[src/rtl/axis_pkt_arbiter_pkg.sv]
// Shared types and helpers for the packet-atomic AXI4-Stream arbiter.
// Holds the FSM state type, default widths and the round-robin pick function.
package axis_arb_pkg;

    typedef enum logic [0:0] {ARB_IDLE, ARB_XFER} arb_state_t;

    localparam int unsigned AXIS_DATA_W = 32;
    localparam int unsigned AXIS_NUM_SI = 3;

    // The selector always works on 8 lanes; unused upper lanes never request.
    localparam int unsigned RR_W     = 8;
    localparam int unsigned RR_IDX_W = 3;

    // First requester strictly after `last`, wrapping; one-hot result, 0 if none.
    function automatic logic [RR_W-1:0] rr_pick(input logic [RR_W-1:0]     req,
                                                input logic [RR_IDX_W-1:0] last);
        logic [RR_W-1:0]     gnt;
        logic [RR_IDX_W-1:0] idx;
        gnt = '0;
        for (int k = 1; k <= int'(RR_W); k++) begin
            idx = last + RR_IDX_W'(k);
            if (gnt == '0 && req[idx]) begin
                gnt[idx] = 1'b1;
            end
        end
        return gnt;
    endfunction

endpackage

[src/rtl/axis_pkt_arbiter_if.sv]
// Stream bundle for axis_pkt_arbiter: NUM_SI slave streams in, one master stream out.
// The arbiter connects through the slave modport; the traffic environment uses master.
interface axis_pkt_arbiter_if
    import axis_arb_pkg::*;
#(
    parameter int unsigned NUM_SI = AXIS_NUM_SI,
    parameter int unsigned DATA_W = AXIS_DATA_W
);

    logic [NUM_SI-1:0]          s_axis_tvalid;
    logic [NUM_SI-1:0]          s_axis_tready;
    logic [NUM_SI*DATA_W-1:0]   s_axis_tdata;
    logic [NUM_SI*DATA_W/8-1:0] s_axis_tkeep;
    logic [NUM_SI-1:0]          s_axis_tlast;
    logic [NUM_SI-1:0]          s_req_suppress;

    logic                       m_axis_tvalid;
    logic                       m_axis_tready;
    logic [DATA_W-1:0]          m_axis_tdata;
    logic [DATA_W/8-1:0]        m_axis_tkeep;
    logic                       m_axis_tlast;

    modport slave (
        input  s_axis_tvalid, s_axis_tdata, s_axis_tkeep, s_axis_tlast, s_req_suppress,
        input  m_axis_tready,
        output s_axis_tready,
        output m_axis_tvalid, m_axis_tdata, m_axis_tkeep, m_axis_tlast
    );

    modport master (
        output s_axis_tvalid, s_axis_tdata, s_axis_tkeep, s_axis_tlast, s_req_suppress,
        output m_axis_tready,
        input  s_axis_tready,
        input  m_axis_tvalid, m_axis_tdata, m_axis_tkeep, m_axis_tlast
    );

endinterface

[src/rtl/axis_rr_sel.sv]
// Combinational round-robin selector: one-hot grant of the first requester after `last`.
module axis_rr_sel
    import axis_arb_pkg::*;
#(
    parameter int unsigned NUM_SI = AXIS_NUM_SI
) (
    input  logic [NUM_SI-1:0]   req_i,
    input  logic [RR_IDX_W-1:0] last_i,
    output logic [NUM_SI-1:0]   gnt_o,
    output logic                valid_o
);

    logic [RR_W-1:0] pick;

    assign pick    = rr_pick(RR_W'(req_i), last_i);
    assign gnt_o   = pick[NUM_SI-1:0];
    assign valid_o = |pick;

endmodule

[src/rtl/axis_pkt_arbiter.sv]
// Packet-atomic round-robin arbiter: NUM_SI AXI4-Stream sources onto one registered master.
// Optional per-source completed-packet counters when AXIS_ARB_PKT_CNT_EN is defined.
module axis_pkt_arbiter
    import axis_arb_pkg::*;
#(
    parameter int unsigned NUM_SI = AXIS_NUM_SI,
    parameter int unsigned DATA_W = AXIS_DATA_W
`ifdef AXIS_ARB_PKT_CNT_EN
    ,
    parameter int unsigned CNT_W  = 16
`endif
) (
    input  logic                     aclk,
    input  logic                     areset,
    axis_pkt_arbiter_if.slave        bus,
    output logic [NUM_SI-1:0]        grant,
    output logic                     busy
`ifdef AXIS_ARB_PKT_CNT_EN
    ,
    output logic [NUM_SI*CNT_W-1:0]  pkt_cnt
`endif
);

    localparam int unsigned KEEP_W = DATA_W / 8;

    arb_state_t            state_q, state_d;
    logic [NUM_SI-1:0]     grant_q, grant_d;
    logic [RR_IDX_W-1:0]   last_q, last_d;

    logic [NUM_SI-1:0]     eligible;
    logic [NUM_SI-1:0]     sel_gnt;
    logic                  sel_valid;
    logic [RR_IDX_W-1:0]   sel_idx;

    logic [NUM_SI-1:0]     tready;
    logic                  src_valid;
    logic                  src_last;
    logic [DATA_W-1:0]     src_data;
    logic [KEEP_W-1:0]     src_keep;
    logic                  out_free;
    logic                  accept;

    logic                  m_valid_q;
    logic                  m_last_q;
    logic [DATA_W-1:0]     m_data_q;
    logic [KEEP_W-1:0]     m_keep_q;

    // Suppress only matters when choosing a new owner.
    assign eligible = bus.s_axis_tvalid & ~bus.s_req_suppress;

    axis_rr_sel #(
        .NUM_SI (NUM_SI)
    ) u_rr_sel (
        .req_i   (eligible),
        .last_i  (last_q),
        .gnt_o   (sel_gnt),
        .valid_o (sel_valid)
    );

    always_comb begin
        sel_idx = '0;
        for (int unsigned i = 0; i < NUM_SI; i++) begin
            if (sel_gnt[i]) sel_idx = RR_IDX_W'(i);
        end
    end

    always_comb begin
        src_valid = 1'b0;
        src_last  = 1'b0;
        src_data  = '0;
        src_keep  = '0;
        for (int unsigned i = 0; i < NUM_SI; i++) begin
            if (grant_q[i]) begin
                src_valid = bus.s_axis_tvalid[i];
                src_last  = bus.s_axis_tlast[i];
                src_data  = bus.s_axis_tdata[i*DATA_W +: DATA_W];
                src_keep  = bus.s_axis_tkeep[i*KEEP_W +: KEEP_W];
            end
        end
    end

    assign out_free = !m_valid_q || bus.m_axis_tready;
    assign accept   = (state_q == ARB_XFER) && src_valid && out_free;

    always_comb begin
        state_d = state_q;
        grant_d = grant_q;
        last_d  = last_q;
        tready  = '0;
        unique case (state_q)
            ARB_IDLE: begin
                if (sel_valid) begin
                    grant_d = sel_gnt;
                    last_d  = sel_idx;
                    state_d = ARB_XFER;
                end
            end
            ARB_XFER: begin
                tready = out_free ? grant_q : '0;
                if (accept && src_last) begin
                    grant_d = '0;
                    state_d = ARB_IDLE;
                end
            end
            default: state_d = ARB_IDLE;
        endcase
    end

    always_ff @(posedge aclk or posedge areset) begin
        if (areset) begin
            state_q <= ARB_IDLE;
            grant_q <= '0;
            last_q  <= RR_IDX_W'(NUM_SI - 1);
        end else begin
            state_q <= state_d;
            grant_q <= grant_d;
            last_q  <= last_d;
        end
    end

    // Output register drains on its own, independent of the FSM.
    always_ff @(posedge aclk or posedge areset) begin
        if (areset) begin
            m_valid_q <= 1'b0;
            m_last_q  <= 1'b0;
            m_data_q  <= '0;
            m_keep_q  <= '0;
        end else if (accept) begin
            m_valid_q <= 1'b1;
            m_last_q  <= src_last;
            m_data_q  <= src_data;
            m_keep_q  <= src_keep;
        end else if (bus.m_axis_tready) begin
            m_valid_q <= 1'b0;
        end
    end

`ifdef AXIS_ARB_PKT_CNT_EN
    logic [NUM_SI-1:0][CNT_W-1:0] cnt_q;

    always_ff @(posedge aclk or posedge areset) begin
        if (areset) begin
            cnt_q <= '0;
        end else begin
            for (int unsigned i = 0; i < NUM_SI; i++) begin
                if (accept && src_last && grant_q[i]) cnt_q[i] <= cnt_q[i] + CNT_W'(1);
            end
        end
    end

    assign pkt_cnt = cnt_q;
`endif

    assign bus.s_axis_tready = tready;
    assign bus.m_axis_tvalid = m_valid_q;
    assign bus.m_axis_tlast  = m_last_q;
    assign bus.m_axis_tdata  = m_data_q;
    assign bus.m_axis_tkeep  = m_keep_q;
    assign grant             = grant_q;
    assign busy              = (state_q == ARB_XFER) || m_valid_q;

endmodule

[src/flat_wrapper.sv]
// flat-port wrapper written by rule: the top's interface ports become plain ports
module axis_pkt_arbiter_flat import axis_arb_pkg::*;
#(
    parameter int unsigned NUM_SI = AXIS_NUM_SI,
    parameter int unsigned DATA_W = AXIS_DATA_W

)
  (aclk, areset, grant, busy, bus_s_axis_tvalid, bus_s_axis_tdata, bus_s_axis_tkeep, bus_s_axis_tlast, bus_s_req_suppress, bus_m_axis_tready, bus_s_axis_tready, bus_m_axis_tvalid, bus_m_axis_tdata, bus_m_axis_tkeep, bus_m_axis_tlast);
  axis_pkt_arbiter_if #(.NUM_SI(NUM_SI), .DATA_W(DATA_W)) bus_i ();
  input  logic aclk;
  input  logic areset;
  output logic [NUM_SI-1:0] grant;
  output logic busy;
  input wire logic [$bits(bus_i.s_axis_tvalid)-1:0] bus_s_axis_tvalid;
  input wire logic [$bits(bus_i.s_axis_tdata)-1:0] bus_s_axis_tdata;
  input wire logic [$bits(bus_i.s_axis_tkeep)-1:0] bus_s_axis_tkeep;
  input wire logic [$bits(bus_i.s_axis_tlast)-1:0] bus_s_axis_tlast;
  input wire logic [$bits(bus_i.s_req_suppress)-1:0] bus_s_req_suppress;
  input wire logic [$bits(bus_i.m_axis_tready)-1:0] bus_m_axis_tready;
  output wire logic [$bits(bus_i.s_axis_tready)-1:0] bus_s_axis_tready;
  output wire logic [$bits(bus_i.m_axis_tvalid)-1:0] bus_m_axis_tvalid;
  output wire logic [$bits(bus_i.m_axis_tdata)-1:0] bus_m_axis_tdata;
  output wire logic [$bits(bus_i.m_axis_tkeep)-1:0] bus_m_axis_tkeep;
  output wire logic [$bits(bus_i.m_axis_tlast)-1:0] bus_m_axis_tlast;
  assign bus_i.s_axis_tvalid = bus_s_axis_tvalid;
  assign bus_i.s_axis_tdata = bus_s_axis_tdata;
  assign bus_i.s_axis_tkeep = bus_s_axis_tkeep;
  assign bus_i.s_axis_tlast = bus_s_axis_tlast;
  assign bus_i.s_req_suppress = bus_s_req_suppress;
  assign bus_i.m_axis_tready = bus_m_axis_tready;
  assign bus_s_axis_tready = bus_i.s_axis_tready;
  assign bus_m_axis_tvalid = bus_i.m_axis_tvalid;
  assign bus_m_axis_tdata = bus_i.m_axis_tdata;
  assign bus_m_axis_tkeep = bus_i.m_axis_tkeep;
  assign bus_m_axis_tlast = bus_i.m_axis_tlast;
  axis_pkt_arbiter #(.NUM_SI(NUM_SI), .DATA_W(DATA_W)) u_core (.aclk(aclk), .areset(areset), .bus(bus_i), .grant(grant), .busy(busy));
endmodule
[config.mk]
export PLATFORM = sky130hd
export DESIGN_NAME = axis_pkt_arbiter_flat
export DESIGN_NICKNAME = d
export VERILOG_FILES = /design/src/rtl/axis_pkt_arbiter_pkg.sv /design/src/rtl/axis_pkt_arbiter_if.sv /design/src/rtl/axis_rr_sel.sv /design/src/rtl/axis_pkt_arbiter.sv /design/src/flat_wrapper.sv
export SDC_FILE = /design/constraint.sdc
export NUM_CORES = 1
export LEC_CHECK = 0
export CAP_MARGIN = 20
export CORE_ASPECT_RATIO = 0.6
export CORE_MARGIN = 4
export CORE_UTILIZATION = 45
export CTS_CLUSTER_DIAMETER = 150
export DETAILED_ROUTE_END_ITERATION = 12
export PLACE_DENSITY_LB_ADDON = 0.2
export SETUP_SLACK_MARGIN = 0.5
export SLEW_MARGIN = 40
export SYNTH_ARGS = -nofsm -noshare
export SYNTH_HDL_FRONTEND = slang
export SYNTH_HIERARCHICAL = 1
export SYNTH_SLANG_ARGS = --single-unit
export TNS_END_PERCENT = 50
[constraint.sdc]
create_clock -name aclk -period 7.9 [get_ports aclk]
set_input_delay 1.58 -clock aclk [delete_from_list [all_inputs] [get_ports aclk]]
set_output_delay 1.58 -clock aclk [all_outputs]
set_load 0.02 [all_outputs]
# Word level (Yosys, flattened, before mapping)

Index checks and enable logic that the tools add are counted.

Add/subtract/negate cells: 7
Multiply operators: 0
Div/mod/pow operators: 0
Magnitude comparators: 16
Eq/ne operators: 2
Shifts and indexed selects: 0
Multiplexer cells: 64
Bitwise gates (word level): 10
Reduce and logical (&&, ||, !) cells: 32

Operators by type and width:

| kind                                                                                 | number |
|---|---|
| 32-bit two-way mux                                                                   | 3 |
| 8-bit two-way mux                                                                    | 8 |
| 8-bit zero test                                                                      | 7 |
| 8-bit bitwise OR                                                                     | 7 |
| 3-bit by 4-bit less-than comparator with 1-bit output (second input constant)        | 8 |
| 1-bit two-way mux                                                                    | 27 |
| 1-bit binary-select mux with 3-bit select                                            | 8 |
| 1-bit demux with 3-bit select                                                        | 8 |
| 3-bit by 1-bit greater-or-equal comparator with 1-bit output (second input constant) | 8 |
| 1-bit logical AND                                                                    | 18 |
| 3-bit two-way mux                                                                    | 5 |
| 3-bit adder (second input constant)                                                  | 4 |
| 4-bit two-way mux                                                                    | 3 |
| 8-bit OR reduction                                                                   | 1 |
| 3-bit by 2-bit adder with 3-bit output (second input constant)                       | 2 |
| 3-bit one-hot mux with 2 select lines                                                | 1 |
| 2-bit AND reduction                                                                  | 2 |
| 3-bit by 1-bit adder with 3-bit output (second input constant)                       | 1 |
| 3-bit AND                                                                            | 1 |
| 3-bit NOT                                                                            | 1 |
| 1-bit logical OR                                                                     | 2 |
| 2-bit by 1-bit != test with 1-bit output (second input constant)                     | 1 |
| 2-bit != test (second input constant)                                                | 1 |
| 1-bit one-hot mux with 2 select lines                                                | 1 |
| other kinds (3)                                                                      | 3 |

Register bits after elaboration: 45
Bits in latches: 0
Bits in writable memories: 0
Memory bits (read-only): 0
Input bits: 120
Output and inout bits: 45
Logic and storage cells: 138
Memories kept: 0

# Longest topological paths before layout

Word-level depth: 30
Mapped depth: 16
Gate-level depth less buffers: 15

# Cells and area by module

The synthesis kept the hierarchy.

Modules (own cells, without submodules):

| module           | instances | cells an instance | area each (µm²) |
|---|---|---|---|
| axis_pkt_arbiter | 1         | 246               | 2441.1 |
| axis_rr_sel      | 1         | 143               | 1026.0 |

# Least setup slack after synthesis

Ideal clock, no wire load.

Kind: in2reg
Start point: in bus_s_axis_tvalid[0]
End point: reg u_core.grant_q[0] (netlist: u_core/grant[0])
Arrival time: 4451 ps
Required time: 7760 ps
Setup slack: 3309 ps
Cell stages on the path: 14
Buffers on the path: 0
Path through: nor2b_1 mux2i_2 a211oi_2 o221a_4 a311oi_4 nor4_2 a211oi_2 a211o_1 o311ai_2 o21ai_1 nand4b_1 nand2_1 mux2i_1 nor2_1

Word-level cells in the longest chain between the ends: 28
Elaborated cells on any way between the ends: 58

Ends and longest elaborated chain:

| element                                                     | line                       | text |
|---|---|---|
| from (decl)                                                 | flat_wrapper.sv:14         | `input wire logic [$bits(bus_i.s_axis_tvalid)-1:0] bus_s_axis_tvalid;` |
| 3-bit AND *                                                 | axis_pkt_arbiter.sv:49     | `assign eligible = bus.s_axis_tvalid & ~bus.s_req_suppress;` |
| 1-bit binary-select mux with 3-bit select                   | axis_pkt_arbiter_pkg.sv:22 | `if (gnt == '0 && req[idx]) begin` |
| 1-bit two-way mux (not written as such)                     | axis_pkt_arbiter_pkg.sv:22 |  |
| 8-bit two-way mux                                           | axis_pkt_arbiter_pkg.sv:22 |  |
| 8-bit zero test                                             | axis_pkt_arbiter_pkg.sv:22 |  |
| 1-bit logical AND                                           | axis_pkt_arbiter_pkg.sv:22 |  |
| 8-bit two-way mux                                           | axis_pkt_arbiter_pkg.sv:22 |  |
| 8-bit zero test                                             | axis_pkt_arbiter_pkg.sv:22 |  |
| [... 13 more ...]                                           | -                          |  |
| 8-bit two-way mux                                           | axis_pkt_arbiter_pkg.sv:22 |  |
| 8-bit zero test                                             | axis_pkt_arbiter_pkg.sv:22 |  |
| 1-bit logical AND                                           | axis_pkt_arbiter_pkg.sv:22 |  |
| 8-bit two-way mux *                                         | axis_pkt_arbiter_pkg.sv:22 |  |
| 8-bit OR reduction *                                        | axis_rr_sel.sv:17          | `assign valid_o = \|pick;` |
| net u_core.sel_valid                                        | axis_pkt_arbiter.sv:32     | `logic sel_valid;` |
| 2-bit by 1-bit != test with 1-bit output (no source line) * | -                          |  |
| 2-bit AND reduction (no source line) *                      | -                          |  |
| to (signal assigned)                                        | axis_pkt_arbiter.sv:116    | `grant_q <= grant_d;` |
| to (decl)                                                   | axis_pkt_arbiter.sv:27     | `logic [NUM_SI-1:0] grant_q, grant_d;` |

Mark *: on every way through the listed nets, which the timed path passes. The rest lies on a longest branch. The select of a mux whose other input is x is not followed.
A chain may end at the register's enable or synchronous reset.

# Final worst setup path

Start point: in bus_s_axis_tvalid[0]
End point: reg u_core.grant_q[0] (netlist: u_core/grant[0])

Word-level cells in the longest chain between the ends: 28
Elaborated cells on any way between the ends: 58

Ends and longest elaborated chain:

| element                                                     | line                       | text |
|---|---|---|
| 3-bit AND *                                                 | axis_pkt_arbiter.sv:49     |  |
| net u_core.eligible[0]                                      | axis_pkt_arbiter.sv:30     | `logic [NUM_SI-1:0] eligible;` |
| 1-bit binary-select mux with 3-bit select                   | axis_pkt_arbiter_pkg.sv:22 |  |
| 1-bit two-way mux (not written as such)                     | axis_pkt_arbiter_pkg.sv:22 |  |
| 8-bit two-way mux                                           | axis_pkt_arbiter_pkg.sv:22 |  |
| 8-bit zero test                                             | axis_pkt_arbiter_pkg.sv:22 |  |
| 1-bit logical AND                                           | axis_pkt_arbiter_pkg.sv:22 |  |
| 8-bit two-way mux                                           | axis_pkt_arbiter_pkg.sv:22 |  |
| [... 14 more ...]                                           | -                          |  |
| 8-bit two-way mux                                           | axis_pkt_arbiter_pkg.sv:22 |  |
| 8-bit zero test                                             | axis_pkt_arbiter_pkg.sv:22 |  |
| 1-bit logical AND                                           | axis_pkt_arbiter_pkg.sv:22 |  |
| 8-bit two-way mux *                                         | axis_pkt_arbiter_pkg.sv:22 |  |
| 8-bit OR reduction *                                        | axis_rr_sel.sv:17          |  |
| net u_core.sel_valid                                        | axis_pkt_arbiter.sv:32     |  |
| 2-bit by 1-bit != test with 1-bit output (no source line) * | -                          |  |
| 2-bit AND reduction (no source line) *                      | -                          |  |

Marks and branches as above.

==> impl_metrics.csv <==
group,metric,value,unit
status,outcome,"complete, no violations",
run,maxCapViolCount,0,
cells_and_area,final_cell_area,5325,sq um
drt,finalWirelength,11920,um
critical_path,critPathKind,"in -> reg",
pwr,p_clk_frac,0.423,
synthesis,seq_area_frac_synth,0.3179,
timing,whs,0.4806,ns
timing,fin_tns_setup,0,ns
drt,wl_per_cell,18.47,um
synthesis,ys_types,73,
cells_and_area,drive_above_1_share,0.1275,
synthesis,synth_commonest_cells,"nand2_1, o21ai_0, dfrtp_1, a22oi_1, mux2_2",
pwr,switching_share,0.2100,
critical_path,worstPathRequired,8.04,ns
place,hpwl,9304,um
drt,vias_per_cell,5.746,
timing,finalCritPeriodShare,0.6799,
cells_and_area,fill_cells,572,
min_path,min_path_cells,1,
timing,final_hold_viol_count,0,
timing,period_minus_slack,5.371,ns
pwr,comb_power_share,0.167,
timing,setup_violations,0,
cts,cts_max_path_buffers,2,
synthesis,synthTopCellsByArea,"dfrtp_1, a22oi_1, o21ai_0",
cts,cts.root.buffer_cell,"clkbuf_16",
synthesis,async_flop_share,1.000,
cts,cts_buffers,5,
critical_path,crit_fanout,7,
pwr,switchingPower,0.1155,mW
global_routing,grt_max_degree,80,
min_path,min-delay-path-class,"reg -> reg",
cts,clock_latency,0.28,ns
timing,timing.fmax,186.2,MHz
cts,cts_sinks,44,
timing,final.setup_skew,0.004847,ns
cts,postCtsSetupBuffers,0,
drt,firstDrtPassIters,6,
global_routing,first_global_vias,3627,
pwr,power.density,103.3,nW/um^2
cts,cts_repair_resize_count,0,
floorplan,io_pins,165,
place,place_congestion,0.9864,
synthesis,yosysWarningCount,6,
timing,maxSlewViolCount,0,
place,io_buffers,164,
global_routing,grt_pass1_wl,18750,um
pwr,p_int,0.4344,mW
floorplan,die_area,9219,sq um
cells_and_area,nets,666,
cts,cts.htree.levels,2,
timing,grt_setup_unrepaired,"false",
critical_path,reg2reg_depth,16,
floorplan,start_util,0.4693,
cells_and_area,area_growth,53.59,%
synthesis,synth_edf_count,0,
floorplan,core_area,7387,sq um
critical_path,start_kind,"primary input",
global_routing,antenna_found_initial,0,
place,dpl_cell_area,5161,sq um
pwr,pwr-share-seq,0.410,
pwr,p_leak,2.116,nW
pwr,irDropWorstVdd,0.00007704,V
synthesis,syn-cell-area,3467,sq um
cts,cts_tree,"yes",
timing,worst_pin_slew,0.6865,ns
synthesis,avgSynthCellArea,8.913,sq um
global_routing,grt_overflow,0,
global_routing,grtUsageTotal,0.2518,
floorplan,rows,24,
cts,ctsHoldBuffers,0,
cts,cts.clk_slew.worst_paths,0.06,ns
synthesis,yosysMostFrequentCell,"nand2_1",
synthesis,yosys_register_bits,44,
synthesis,yosysTopAreaCellShare,0.3104,
timing,max-slew-margin-rel,0.5381,
floorplan,die_w,121.3,um
drt,detail-route-antenna-nets,0,
synthesis,synth_top_flop_cell,"dfrtp_1",
critical_path,crit_path_end_kind,"register",
critical_path,cp_data_arrival_time,5.51,ns
floorplan,dieHeight,75.99,um
cells_and_area,diodes,0,
drt,vias,3706,
drt,route.detailed.drc,0,
synthesis,synth.largest_area_cell,"dfrtp_1",
drt,drtIter0Drc,323,
synthesis,synth_cells,389,
-- critical path, stage by stage --
cell and delay [ns]:
clkdlybuf4s50_1 0.48, nor2b_1 0.37, mux2i_2 0.21, nor3_1 0.35
or3_4 0.22, a311oi_4 0.13, nor4_2 0.60, a211oi_2 0.20
a211o_1 0.36, o311ai_2 0.27, o21ai_1 0.13, nand4b_1 0.14
nand2_1 0.19, mux2i_1 0.21, nor2_1 0.06
-- final timing paths --
check,start,end,slack [ns]
setup reg to reg,u_core/last_q[0],u_core/grant[0],3.14
hold / removal,u_core/bus.m_axis_tlast,u_core/bus.m_axis_tlast,0.48
max in group asynchronous,areset,u_core/grant[2],5.78
setup / recovery,bus_s_axis_tvalid[0],u_core/grant[0],2.53
hold reg to reg,u_core/bus.m_axis_tlast,u_core/bus.m_axis_tlast,0.48
min in group asynchronous,areset,u_core/bus.m_axis_tdata[0],1.71
-- layout make-up --
cell class | count | area (sq um) | share of cell area
Timing Repair Buffer | 168 | 1672 | 0.3139
Tap cell | 104 | 130.1 | 0.02444
Inverter | 10 | 40.04 | 0.007519
Clock buffer | 6 | 128.9 | 0.02420
Clock inverter | 2 | 35.03 | 0.006579
Multi-Input combinational cell | 311 | 2216 | 0.4161
Sequential cell | 44 | 1104 | 0.2072
-- placed cells by master (no fill, tap or decap), types with 2 or more instances in the layout --
cell,netlist,layout
a211o_1,2,2
a211oi_2,2,2
a21oi_1,3,3
a22oi_1,37,37
a31oi_1,3,3
and2_1,2,2
and3_1,4,4
buf_4,1,4
clkbuf_16,0,5
clkdlybuf4s50_1,0,164
conb_1,1,3
dfrtp_1,43,42
ha_1,6,6
inv_1,9,8
mux2_1,8,8
mux2_2,19,19
mux2_4,10,10
mux2i_1,5,5
nand2_1,56,56
nand2b_1,4,4
nand3_1,9,9
nand4_1,4,4
nand4b_1,2,2
nor2_1,16,16
nor2b_1,11,10
nor3_1,3,3
nor4_1,3,3
o2111ai_1,3,3
o211ai_1,3,3
o211ai_2,2,2
o21ai_0,45,45
o21ai_1,3,3
o221ai_1,2,2
o31ai_1,3,3
o41a_2,2,2
or2_2,2,2
-- through the flow --
stage               power, mW  utilization  cells  setup WS [ns]
floorplan              0.2541            -    391          3.309
global placement       0.3185       0.6980    637          2.502
detailed placement     0.3195       0.6987    637          2.339
CTS                    0.5527       0.7209    645          2.630
global route           0.5724       0.7209    645          2.255
finish                 0.5499       0.7209    645          2.529
-- cell families (layout without fill, tap and decap cells) --
family          count (synthesis)  count (layout)  synth area share
other cells                     1               3          0.001082
buf+inv                        36             186           0.04655
mux                            43              43            0.1494
fa+ha+maj                       6               6           0.02165
simple gates                  125             125            0.1765
flops                          44              44            0.3179
compound gates                131             131            0.2772
xor+xnor                        3               3          0.009746
-- per-layer routing --
layer  routed length, um  global-route usage
met5                   0                   0
met4                 185             0.05034
met3                1407             0.09273
met2                5455              0.4055
met1                4867              0.3263
-- sequential cells by signal, indices dropped and copies added, names as in the netlist --
register                  cells
u_core/bus.m_axis_tvalid      1
u_core/state_q                1
u_core/bus.m_axis_tlast       1
u_core/last_q                 2
u_core/bus.m_axis_tdata      32
u_core/grant                  3
u_core/bus.m_axis_tkeep       4
-- power by group through the flow --
stage / combinational (mW) / sequential (mW) / clock, mW
final: 0.0917 / 0.225 / 0.233
after global routing: 0.0980 / 0.225 / 0.249
after CTS: 0.0904 / 0.225 / 0.237
after detailed placement: 0.0900 / 0.229 / 0
after global placement: 0.0890 / 0.229 / 0
after floorplan: 0.0246 / 0.230 / 0
(Power assumes the default switching activity.)
